`config.mk`:
```
export PLATFORM = sky130hd
export DESIGN_NAME = counter_cmd_seq
export DESIGN_NICKNAME = d
export VERILOG_FILES = /design/src/rtl/counter_cmd_seq_pkg.sv /design/src/rtl/counter_cmd_seq_timer.sv /design/src/rtl/counter_cmd_seq.sv
export SDC_FILE = /design/constraint.sdc
export NUM_CORES = 1
export LEC_CHECK = 0
export ABC_AREA = 1
export CAP_MARGIN = 20
export CELL_PAD_IN_SITES_DETAIL_PLACEMENT = 1
export CELL_PAD_IN_SITES_GLOBAL_PLACEMENT = 2
export CORE_AREA = 2 2 73 75
export CTS_CLUSTER_SIZE = 20
export DETAILED_ROUTE_END_ITERATION = 12
export DIE_AREA = 0 0 75 77
export GPL_TIMING_DRIVEN = 0
export PLACE_DENSITY = 0.7
export SLEW_MARGIN = 20
export SYNTH_ARGS = -nofsm -noshare
export SYNTH_HDL_FRONTEND = slang
export SYNTH_SLANG_ARGS = --single-unit
```
`constraint.sdc`:
```
create_clock -name clk -period 1.1 [get_ports clk]
set_input_delay 0.22 -clock clk [delete_from_list [all_inputs] [get_ports clk]]
set_output_delay 0.22 -clock clk [all_outputs]
set_load 0.03 [all_outputs]
```
`src/rtl/counter_cmd_seq_pkg.sv`:
```
// Shared types for the counter command sequencer: command opcodes and FSM states.
// Also holds a small decode helper used by the top level.
package counter_seq_pkg;

    typedef enum logic [1:0] {
        OP_NOP  = 2'd0,
        OP_LOAD = 2'd1,
        OP_RUN  = 2'd2,
        OP_HOLD = 2'd3
    } cmd_op_t;

    typedef enum logic [1:0] {
        S_IDLE = 2'd0,
        S_LOAD = 2'd1,
        S_RUN  = 2'd2,
        S_HOLD = 2'd3
    } seq_state_t;

    // RUN and HOLD are the only opcodes that consume a duration
    function automatic logic is_timed_op(input cmd_op_t op);
        return (op == OP_RUN) || (op == OP_HOLD);
    endfunction

endpackage

```
`src/rtl/counter_cmd_seq_timer.sv`:
```
// Duration down-counter for RUN/HOLD commands; o_last flags the final cycle.
module seq_len_timer #(
    parameter int LEN_W = 8
) (
    input  logic             clk,
    input  logic             syn_rst_n,
    input  logic             i_start,
    input  logic [LEN_W-1:0] i_len,
    input  logic             i_clear,
    output logic             o_last
);

    logic [LEN_W-1:0] r_remaining;

    // Load on start, otherwise count down to zero; clear discards the count
    always_ff @(posedge clk) begin
        if (!syn_rst_n) begin
            r_remaining <= {LEN_W{1'b0}};
        end else if (i_clear) begin
            r_remaining <= {LEN_W{1'b0}};
        end else if (i_start) begin
            r_remaining <= i_len;
        end else if (r_remaining != {LEN_W{1'b0}}) begin
            r_remaining <= r_remaining - {{(LEN_W-1){1'b0}}, 1'b1};
        end else begin
            r_remaining <= r_remaining;
        end
    end

    assign o_last = (r_remaining == {{(LEN_W-1){1'b0}}, 1'b1});

endmodule

```
`src/rtl/counter_cmd_seq.sv`:
```
// Command sequencer: turns LOAD/RUN/HOLD/NOP commands into cycle-exact
// load/en/data_in pulses for a downstream loadable counter.
module counter_cmd_seq
    import counter_seq_pkg::*;
#(
    parameter int WIDTH = 5,
    parameter int LEN_W = 8
) (
    input  logic             clk,
    input  logic             syn_rst_n,
    input  logic             cmd_valid,
    input  logic [1:0]       cmd_op,
    input  logic [WIDTH-1:0] cmd_data,
    input  logic [LEN_W-1:0] cmd_len,
    output logic             cmd_ready,
    input  logic             abort,
    output logic             load,
    output logic             en,
    output logic [WIDTH-1:0] data_in,
    output logic             busy,
    output logic             done
);

    seq_state_t       r_state;
    logic             r_load;
    logic             r_en;
    logic             r_done;
    logic [WIDTH-1:0] r_data_in;

    cmd_op_t w_op;
    logic    w_accept;
    logic    w_len_zero;
    logic    w_timer_start;
    logic    w_timer_clear;
    logic    w_last;

    assign w_op          = cmd_op_t'(cmd_op);
    assign cmd_ready     = (r_state == S_IDLE) && !abort;
    assign busy          = (r_state != S_IDLE);
    assign w_accept      = cmd_valid && cmd_ready;
    assign w_len_zero    = (cmd_len == {LEN_W{1'b0}});
    assign w_timer_start = w_accept && is_timed_op(w_op) && !w_len_zero;
    assign w_timer_clear = abort && busy;

    seq_len_timer #(.LEN_W(LEN_W)) u_timer (
        .clk       (clk),
        .syn_rst_n (syn_rst_n),
        .i_start   (w_timer_start),
        .i_len     (cmd_len),
        .i_clear   (w_timer_clear),
        .o_last    (w_last)
    );

    // Sequencer FSM and registered counter controls
    always_ff @(posedge clk) begin
        if (!syn_rst_n) begin
            r_state   <= S_IDLE;
            r_load    <= 1'b0;
            r_en      <= 1'b0;
            r_done    <= 1'b0;
            r_data_in <= {WIDTH{1'b0}};
        end else begin
            r_done <= 1'b0;
            case (r_state)
                S_IDLE: begin
                    if (w_accept) begin
                        case (w_op)
                            OP_LOAD: begin
                                r_state   <= S_LOAD;
                                r_load    <= 1'b1;
                                r_data_in <= cmd_data;
                            end
                            OP_RUN: begin
                                if (w_len_zero) begin
                                    r_done <= 1'b1;
                                end else begin
                                    r_state <= S_RUN;
                                    r_en    <= 1'b1;
                                end
                            end
                            OP_HOLD: begin
                                if (w_len_zero) begin
                                    r_done <= 1'b1;
                                end else begin
                                    r_state <= S_HOLD;
                                end
                            end
                            default: begin
                                r_done <= 1'b1;
                            end
                        endcase
                    end else begin
                        r_state <= S_IDLE;
                    end
                end
                S_LOAD: begin
                    // load is a single-cycle strobe; abort only suppresses done
                    r_state <= S_IDLE;
                    r_load  <= 1'b0;
                    r_done  <= !abort;
                end
                S_RUN, S_HOLD: begin
                    if (abort) begin
                        r_state <= S_IDLE;
                        r_en    <= 1'b0;
                    end else if (w_last) begin
                        r_state <= S_IDLE;
                        r_en    <= 1'b0;
                        r_done  <= 1'b1;
                    end else begin
                        r_state <= r_state;
                    end
                end
                default: begin
                    r_state <= S_IDLE;
                    r_load  <= 1'b0;
                    r_en    <= 1'b0;
                end
            endcase
        end
    end

    assign load    = r_load;
    assign en      = r_en;
    assign done    = r_done;
    assign data_in = r_data_in;

endmodule

```
==> flow_summary.json <==
{
  "status": "complete, but fails checks",
  "violations": "setup timing",
  "synthCells": 153,
  "fp.dieW_um": 75,
  "power_density_nw_per_um2": 1730,
  "first_pass_iters": 4,
  "slew_headroom": 0.708,
  "final_area_um2": 1680,
  "grt_busiest_layer": "met2",
  "finalCritPeriodShare": 1.19,
  "vias": 1150,
  "finalSetupViolations": 20,
  "cts_buffers": 3,
  "holdBufCountCts": 0,
  "antenna_found_initial": 0,
  "viasPerCell": 4.29,
  "gp_congestion": 0.712,
  "routed_wl_um": 3420,
  "required_ps": 880,
  "drtAntennaViolNets": 0,
  "hold_path.class": "primary input to flip-flop",
  "layout_commonest_cell": "nor2_1",
  "clockBufferDepth": 2,
  "wl_per_cell_um": 12.8,
  "layout_common_cells": "25 x nor2_1, 24 x nand2_1, 15 x dfxtp_1",
  "worst_pin_slew_ps": 439,
  "hold_path_depth": 3,
  "placed_cell_area_um2": 1450,
  "drive_above_1_share": 0.343,
  "cap_violations": 0,
  "yosysWarnings": 0,
  "met1_usage": 0.151,
  "syn2layout_area_growth_pct": 59.2,
  "synth-simple-area-share": 0.402,
  "clk_pin_slew_worst_paths_ps": 70,
  "design.die.area_um2": 5780,
  "dp_hpwl_um": 2460,
  "final_nets": 221,
  "gr-usage-met3": 0.0302,
  "worst-path-max-fanout": 4,
  "rsz0062_at_grt": "yes",
  "cp-end-kind": "output port",
  "ir_drop_mv": 0.451,
  "core_area_um2": 4980,
  "cp-start-kind": "flip-flop",
  "avgSynthCellArea_um2": 6.91,
  "drcViolationCount": 0,
  "first_iter_violations": 30,
  "synth_top_family_by_area": "simple AND/OR/NAND/NOR gates",
  "tns_ps": -2600,
  "grt_max_degree": 11,
  "grt_pass1_wl_um": 5580,
  "synth_xor_xnor_area_share": 0.0331,
  "initial_utilization": 0.212,
  "fill_cells": 610,
  "worst_slack_ps": -212,
  "p_leak_uw": 0.000767,
  "syn-cell-area_um2": 1060,
  "grt.total_usage": 0.124,
  "slew_viol_final": 0,
  "use_met2": 0.207,
  "skew_ps": 1.07,
  "cts-root-buf": "clkbuf_8",
  "die_y_um": 77,
  "fmax_mhz": 762,
  "cp_data_arrival_time_ps": 1090,
  "cts-htree-levels": 1,
  "reg2regPathDepth": 9,
  "synth_compound_area_frac": 0.105,
  "syn_nets": 175,
  "hold_viol_final": 0,
  "yosys.cell_types.count": 25,
  "crit_type": "flip-flop to output port",
  "gr-total-overflow": 0,
  "portBuffers": 28,
  "antenna_cells": 0,
  "period_minus_slack_ps": 1310,
  "io-pin-count": 29,
  "cts_tree": "built",
  "muxShareOfSynthArea": 0,
  "grt_pass1_vias": 1216,
  "clkSinkCount": 18,
  "synth_seq_cells": 18,
  "worstSkewPairLatency_ps": 260,
  "ys_seq_area_frac": 0.341,
  "synth_fa_ha_area_frac": 0.0355,
  "rows": 26
}
[sequential cells by signal, indices dropped and copies added, names as in the netlist]
register,count
en,1
u_timer.r_remaining,8
load,1
data_in,5
done,1
r_state,2
[power breakdown]
group	internal, µW	switching, µW	leakage, µW
Sequential	774	105	0.000149
Combinational	587	870	0.000589
Clock	319	255	0.0000288
[cells by family after synthesis]
| logic type | Yosys count |
|---|---|
| buffers and inverters | 19 |
| AOI/OAI and AO/OA | 21 |
| DFF | 18 |
| xor gates and xnor gates | 4 |
| adders and majority gates | 3 |
| and+or+nand+nor | 88 |
[per-stage QoR]
step / cells / hold slack, ps / setup slack (ps) / power [µW] / util
2_1_floorplan: 153 / 355 / -35.4 / 1800 / -
3_3_place_gp: 251 / 463 / -608 / 2100 / 0.291
3_5_place_dp: 251 / 475 / -655 / 2140 / 0.291
4_1_cts: 264 / 359 / -218 / 2760 / 0.313
5_1_grt: 268 / 376 / -277 / 3160 / 0.338
6_report: 268 / 358 / -212 / 2910 / 0.338
[final timing paths]
check / startpoint / to / slack, ps
worst max-delay path: r_state[1] / cmd_ready / -210
worst min-delay path: cmd_len[3] / u_timer.r_remaining[3] / 360
worst max register to register: r_state[1] / r_state[0] / -180
worst min register to register: en / en / 490
[layer usage]
| metal | up-vias | wire, µm |
|---|---|---|
| met5 | - | 0 |
| met4 | 0 | 39 |
| met3 | 5 | 140 |
| met2 | 28 | 1680 |
| met1 | 538 | 1560 |
| li1 | 579 | - |
[synth_stat cells]
cell type | n | share of area
inv_6 | 1 | 0.0083
buf_8 | 1 | 0.014
xor2_1 | 3 | 0.025
dfxtp_1 | 18 | 0.34
nand3_4 | 1 | 0.017
nand4_1 | 1 | 0.0059
clkinv_1 | 1 | 0.0035
nand2_2 | 1 | 0.0059
inv_1 | 13 | 0.046
nand3_1 | 17 | 0.080
inv_2 | 3 | 0.011
nor2_2 | 2 | 0.012
nand2_1 | 28 | 0.099
nor2_4 | 3 | 0.032
nor2_1 | 32 | 0.11
o211ai_1 | 1 | 0.0071
nand2_4 | 1 | 0.011
ha_1 | 3 | 0.036
o21ai_0 | 2 | 0.0095
nand3b_1 | 1 | 0.0071
a21oi_1 | 10 | 0.047
o21ai_1 | 7 | 0.033
xnor2_1 | 1 | 0.0083
o21ai_2 | 1 | 0.0083
nor2_8 | 1 | 0.019
[final cells by class]
type                       count  area (µm²)  area share
sequential                    18         367       0.218
inverter                      18        75.1      0.0446
tap                           70        87.6      0.0520
clock buffer                   4        55.1      0.0327
timing repair inverter         1        3.75     0.00223
multi-input combinational    117         734       0.436
timing repair buffer          39         345       0.205
buffer                         1        15.0     0.00892
[what timing repair did]
action	in CTS	in global routing
setup endpoints to repair	28	20
gates cloned	2	1
setup buffers	7	3
gates resized for setup	72	21
pin swaps	12	14
[critical path, stage by stage (launching register included)]
cell and delay (ps):
dfxtp_4 370, inv_1 110, nand2_2 100, nor2_4 120
buf_6 130
No activity file was read; power rests on OpenSTA's default activity.
